===== src/rtl/counter_bcd_display.sv =====
// counter_bcd_display: serial double-dabble binary-to-BCD converter feeding a
// time-multiplexed, active-low 3-digit seven-segment display with leading-zero blanking.
module counter_bcd_display #(
  parameter int REFRESH_DIV = 4
) (
  input  logic        clk,
  input  logic        rst,
  input  logic [7:0]  value_in,
  input  logic        load,
  output logic        busy,
  output logic        valid,
  output logic [11:0] bcd_out,
  output logic [6:0]  seg_n,
  output logic [2:0]  an_n
);
  typedef enum logic {IDLE, SHIFT} state_t;
  state_t state, state_nxt;
  logic [19:0] scr, scr_adj, scr_shl;
  logic [2:0] cnt;
  logic last;
  assign last = cnt == 3'd7;
  always_ff @(posedge clk or posedge rst)
    if (rst) state <= IDLE;
    else state <= state_nxt;
  always_comb
    state_nxt = state == IDLE ? (load ? SHIFT : IDLE) : (last ? IDLE : SHIFT);
  always_comb
    busy = state == SHIFT;
  // scratch is {hundreds, tens, units, binary}; adjust BCD nibbles before each shift
  always_comb begin
    scr_adj = scr;
    for (int i = 0; i < 3; i++)
      if (scr[8+4*i +: 4] >= 4'd5) scr_adj[8+4*i +: 4] = scr[8+4*i +: 4] + 4'd3;
    scr_shl = scr_adj << 1;
  end
  always_ff @(posedge clk or posedge rst)
    if (rst) begin
      scr     <= '0;
      cnt     <= '0;
      bcd_out <= '0;
      valid   <= 1'b0;
    end else begin
      valid <= state == SHIFT && last;
      if (state == IDLE && load) begin
        scr <= {12'h000, value_in};
        cnt <= '0;
      end else if (state == SHIFT) begin
        scr <= scr_shl;
        cnt <= cnt + 3'd1;
        if (last) bcd_out <= scr_shl[19:8];
      end
    end
  logic [15:0] div;
  logic [1:0] sel, sel_nxt;
  logic wrap;
  logic [3:0] hun, ten, unt;
  logic [6:0] seg_nxt;
  assign wrap = div == 16'(REFRESH_DIV - 1);
  assign sel_nxt = wrap ? (sel == 2'd2 ? 2'd0 : sel + 2'd1) : sel;
  assign {hun, ten, unt} = bcd_out;
  function automatic logic [6:0] seg7(input logic [3:0] d);
    case (d)
      4'd0: seg7 = 7'h40;
      4'd1: seg7 = 7'h79;
      4'd2: seg7 = 7'h24;
      4'd3: seg7 = 7'h30;
      4'd4: seg7 = 7'h19;
      4'd5: seg7 = 7'h12;
      4'd6: seg7 = 7'h02;
      4'd7: seg7 = 7'h78;
      4'd8: seg7 = 7'h00;
      4'd9: seg7 = 7'h10;
      default: seg7 = 7'h7F;
    endcase
  endfunction
  // anode and segments are registered from the upcoming select so they switch together
  always_comb
    seg_nxt = sel_nxt == 2'd0 ? seg7(unt) :
              sel_nxt == 2'd1 ? (hun == 4'd0 && ten == 4'd0 ? 7'h7F : seg7(ten)) :
                                (hun == 4'd0 ? 7'h7F : seg7(hun));
  always_ff @(posedge clk or posedge rst)
    if (rst) begin
      div   <= '0;
      sel   <= '0;
      an_n  <= 3'b110;
      seg_n <= 7'h40;
    end else begin
      div   <= wrap ? 16'd0 : div + 16'd1;
      sel   <= sel_nxt;
      an_n  <= ~(3'b001 << sel_nxt);
      seg_n <= seg_nxt;
    end
endmodule


===== config.mk =====
export PLATFORM = sky130hd
export DESIGN_NAME = counter_bcd_display
export DESIGN_NICKNAME = d
export VERILOG_FILES = /design/src/rtl/counter_bcd_display.sv
export SDC_FILE = /design/constraint.sdc
export NUM_CORES = 1
export LEC_CHECK = 0
export CORE_ASPECT_RATIO = 1.5
export CORE_MARGIN = 5
export CORE_UTILIZATION = 49
export CTS_BUF_LIST = sky130_fd_sc_hd__clkbuf_2
export DETAILED_ROUTE_END_ITERATION = 10
export PLACE_DENSITY_LB_ADDON = 0.12
export SYNTH_ARGS = -nofsm -noshare
export SYNTH_HDL_FRONTEND = slang
export SYNTH_SLANG_ARGS = --single-unit

===== constraint.sdc =====
create_clock -name clk -period 3.15 [get_ports clk]
set_input_delay 0.63 -clock clk [delete_from_list [all_inputs] [get_ports clk]]
set_output_delay 0.63 -clock clk [all_outputs]
set_load 0.01 [all_outputs]

Yosys cells after proc, flatten, opt, wreduce, memory -nomap -nowiden
Memories as Yosys holds them, arrays and structs flattened. Index checks and enable logic that the tools add are counted.

Shift-type cells: 1. Muxes and demuxes: 17. Reductions and logical operators: 8. Bitwise operators: 3. Equality and inequality tests: 4. Magnitude comparators: 3. Add/subtract/negate cells: 6.

Operators by type and width (count): $mux 20 (2); $mux 7 (4); $add 16x1->16 const B (1); $eq 16x2->1 const B (1); $mux 16 (1); $ge 4x3->1 const B (3); $mux 3 (3); $add 4x2->4 const B (2); $logic_not 4->1 (2); $mux 4 (2); $mux 2 (2); $add 3x1->3 const B (1); $add 3x2->3 const B (1); $eq 3x3->1 const B (1); $logic_and 1x1->1 (3); $mux 1 (3); $not 3->3 (1); $reduce_and 3->1 (1); $shl 1x2->3 const A (1); $add 2x1->2 const B (1); $eq 2x1->1 const B (1); $eq 2x2->1 const B (1); $logic_not 2->1 (1); $not 1->1 (2); $reduce_bool 2->1 (1).

Flip-flop bits (word level): 65. Logic and storage cells: 54. ROM bits: 336. Memories kept: 3. Bits of input ports: 11. Output and inout port bits: 24.

Memory list: (no name shown) (words 16, bits a word 7, read ports 1, clocked after Yosys merged registers in 0, write ports 0, line 62) `case (d)`; (no name shown) (words 16, bits a word 7, read ports 1, clocked after Yosys merged registers in 0, write ports 0, line 62); (no name shown) (words 16, bits a word 7, read ports 1, clocked after Yosys merged registers in 0, write ports 0, line 62).

Longest topological paths before layout
Word-level depth: 6. Mapped depth: 8. Gate-level depth less buffers: 7.

Worst setup path before layout
OpenSTA, ideal clock, no wires.

Path kind: register to register. From: register bcd_out[9]. To: register seg_n[3]. Setup time: 0.066 ns. Required time: 3.084 ns. Clock period less this slack: 1.751 ns. Slack: 1.399 ns. Buffers on the path: 0. Cell stages (with the launch flop): 8. Arrival time: 1.685 ns. Cells stage by stage: dfrtp_1 -> inv_1 -> ha_1 -> and3b_1 -> nor3_1 -> or3b_1 -> nand4_1 -> nand2b_1.

Word-level cells in the longest chain between the ends: 5. Elaborated cells between the ends (all ways): 7. Those cells by class: mux: 4; reduce/logical: 2; memory: 1.

RTL lines: start, declared (line 12) `output logic [11:0] bcd_out,`; start signal, assigned (line 50) `if (last) bcd_out <= scr_shl[19:8];`; parallel branches: the longest is 3 deep, another holds $mem_v2 16x7; $mux 7 (*) (line 79) `sel_nxt == 2'd1 ? (hun == 4'd0 && ten == 4'd0 ? 7'h7F : seg7(ten)) :`; $mux 7 (*) (line 78) `seg_nxt = sel_nxt == 2'd0 ? seg7(unt) :`; via seg_nxt[3] (line 57) `logic [6:0] seg_nxt;`; end signal, assigned (line 91) `seg_n <= seg_nxt;`; end, declared (line 13) `output logic [6:0] seg_n,`.

Mark *: on every way through the listed nets, which the timed path passes. A chain may end at the register's enable or synchronous reset.

Worst setup path in the final report
From: register state, in the netlist busy. To: output port busy.

RTL lines: start, declared (line 17) `state_t state, state_nxt;`; start signal, assigned (line 24) `else state <= state_nxt;`; end, declared (line 10) `output logic busy,`.

No word-level cell between the ends.

==> metrics.txt <==
outcome finished, final reports clean; crit-path cells clkdlybuf4s50_1; initial antenna violation count 0; WS Path Type flip-flop to output port; worst setup path end busy; WL met1 3330 um; Initial Utilization 50.2%; uppermost layer routed met4; clk sink count 65; crit end category output port; fillers roughly 730; Final period util 78.2%; Power Total 3.69 mW; fmax 406 MHz; WP data arrival 1830 ps; total grt overflow 0; final clock skew about 19 ps; post-synthesis register bit count 65; GRT Overall Usage 17.6%; critical path data required time about 2500 ps; Post-Syn Area around 3800 um2; # placed instances 530; Seq/Total Area, Yosys between 40 and 50%; Residual DRC 0; main combinational cell family by area after synthesis simple AND/OR/NAND/NOR gates; Routed met2 length 4080 um; RSZ-0062 raised after global routing false; EDFF count, synth 0; crit-path max cell delay 680 ps; Crit Path Max Fanout 15; mux share of post-synthesis cell area 4.58%; Worst R2R Start div[0]; simple-gate share of the synthesized area 20.4%; Avg Vias per Cell 5.36; Final Routed Wirelength 7840 um; most common flop cell mapped by yosys dfrtp_1; initial DRC count 101; Synth Area in Compound Gates 15.3%; DR WL/cell ~14 um; R2R setup slack 690 ps; met3 WL 258 um; Max Cap Violations 0; crit path launch type flip-flop; CTS tree built; H-tree levels 3; port buffer count 34; Root Buffer Master clkbuf_2; clk slew on worst S/H paths 180 ps; final hold violations 0; ant diodes 0; fin crit period 2460 ps; first-pass GRT wire length 13,300 um; total CTS buffers 9; Buf/Inv on CP 1; Max Root-Sink Buffers 2; FF-to-FF path depth 6; 1st-pass router iterations 6; Vias 2,920; die width between 80 and 90 um; worst reg2reg endpoint seg_n[1]; fin nets 474; Top delay family on crit path flip-flops; post-route ant nets 0; row count 39; Warnings, synthesis 0; CP max stage cell dfrtp_1; Syn Area/Cell just over 9 um2; clk_lat worst skew 520 ps; final max-slew violation count 0; Post-Synth XOR/XNOR Area 4.35%; Rel. slew slack 52.4%; pwr/cell area 860 nW/um2; CP Launch Point busy; vias in the first global route 2,871; CTS Hold Bufs 0; synthesized netlist cell count 412; I/O pins 35; largest net degree at the start of global routing 38; postcts setup bufs 0; CTS-repair resized insts 0; Core Footprint 7610 um2; Worst Tran Pin Value 714 ps; Worst Hold Class input port to asynchronous set/reset pin; total negative slack 0 ps; die area 9700 um2; Max IR drop VDD around 0.00057 V; layout cells sized above 1 under 10%; Mapped Nets ~450; Die Height 118 um; HPWL Detailed 5730 um; final non-filler cell total 545; Synth cell types 49; Leakage 1.94 nW; Setup violations, final 0; Post-synth ARST share 100%; Adder-Cell Fraction of Synth Area about 7.9%; Crit path depth 1; routability cong. 0.876; area grow syn2layout 12.2%
[how the worst min path moves through the flow]
stage | cells past startpoint | from | to
after floorplan | 1 | div[0] | div[0]
after global placement | 1 | div[0] | div[0]
after detailed placement | 2 | scr[5] | scr[6]
after CTS | 2 | rst | div[12]
after global routing | 2 | rst | div[10]
final | 2 | rst | div[10]
[synth_stat cells, types with 2 or more instances]
cell	instances	area, um2
o21a_1	2	15.0
o21ai_1	5	25.0
nand4_1	7	43.8
a22o_1	4	35.0
buf_6	3	33.8
a21o_1	5	37.5
xor2_1	5	43.8
mux2_2	4	45.0
nand3_1	14	70.1
nor4_1	3	18.8
o31a_1	2	17.5
inv_1	16	60.1
nor2b_1	5	31.3
dfrtp_1	62	1550
nand2_1	34	128
or2_2	3	18.8
nor3b_1	5	37.5
dfstp_2	3	78.8
nor3_1	6	30.0
nor2_1	37	139
o22ai_1	4	25.0
mux2i_1	13	130
a21oi_1	26	130
and4_1	2	17.5
ha_1	24	300
and2_1	3	18.8
o31ai_1	5	37.5
o21ai_0	38	190
o211ai_1	4	30.0
nand3b_1	2	15.0
buf_4	2	15.0
buf_2	3	15.0
nand2b_1	20	125
xnor2_1	14	123
clkbuf_1	13	48.8
[layer usage]
layer / track usage [%] / vias up
li1: - / 1482
met1: 20.3 / 1383
met2: 30.0 / 42
met3: 3.42 / 13
met4: 9.15 / 0
met5: 0 / -
[logic make-up after synthesis]
logic type,count (synthesis)
buf+inv,39
mux,17
compound gates,99
flops,65
fa+ha+maj,24
simple gates,149
xor+xnor,19
[sequential cells by signal, indices dropped and copies added, names as in the netlist]
name,flops
scr,20
div,16
bcd_out,12
seg_n,7
an_n,3
cnt,3
sel,2
busy,1
valid,1
[metrics by stage]
stage | hold WS [ps] | utilization, % | area [um2] | setup WS, ps
after global routing | 510 | 56.3 | 4290 | 465
after detailed placement | 478 | 55.3 | 4210 | 750
final | 485 | 56.3 | 4290 | 685
after CTS | 486 | 56.3 | 4290 | 655
after global placement | 464 | 55.3 | 4210 | 901
after floorplan | 451 | - | 3820 | 899
[cells in the final DEF, fill, tap and decap left out, types with 3 or more instances in the layout]
cell / instances
o22ai_1: 4
nor2b_1: 5
o21ai_0: 38
o21ai_1: 5
clkbuf_2: 11
inv_1: 15
mux2_2: 4
a21o_1: 5
dfstp_2: 3
buf_4: 3
mux2i_1: 13
a22o_1: 4
nor3_1: 6
ha_1: 24
nand2_1: 34
a21oi_1: 26
nor4_1: 3
nand4_1: 7
nor2_1: 37
xnor2_1: 14
clkdlybuf4s50_1: 34
and2_1: 3
nand2b_1: 20
o211ai_1: 4
o31ai_1: 5
nor3b_1: 5
nand3_1: 14
xor2_1: 5
or2_2: 3
dfrtp_1: 62
[area by class of cell]
class | instances | area (um2) | area share (%)
Timing Repair Buffer | 38 | 383 | 8.93
Sequential cell | 65 | 1630 | 38.0
Multi-Input combinational cell | 308 | 2010 | 46.8
Clock buffer | 11 | 55.1 | 1.28
Inverter | 17 | 63.8 | 1.49
Tap cell | 102 | 128 | 2.98
Clock inverter | 4 | 21.3 | 0.496
[power breakdown]
| group | leakage (nW) | internal (mW) | total [mW] | switching, mW |
|---|---|---|---|---|
| combinational | 1.05 | 0.911 | 1.89 | 0.976 |
| sequential | 0.839 | 1.09 | 1.40 | 0.313 |
| clock | 0.0552 | 0.101 | 0.400 | 0.299 |
No activity file was read; power rests on OpenSTA's default activity.
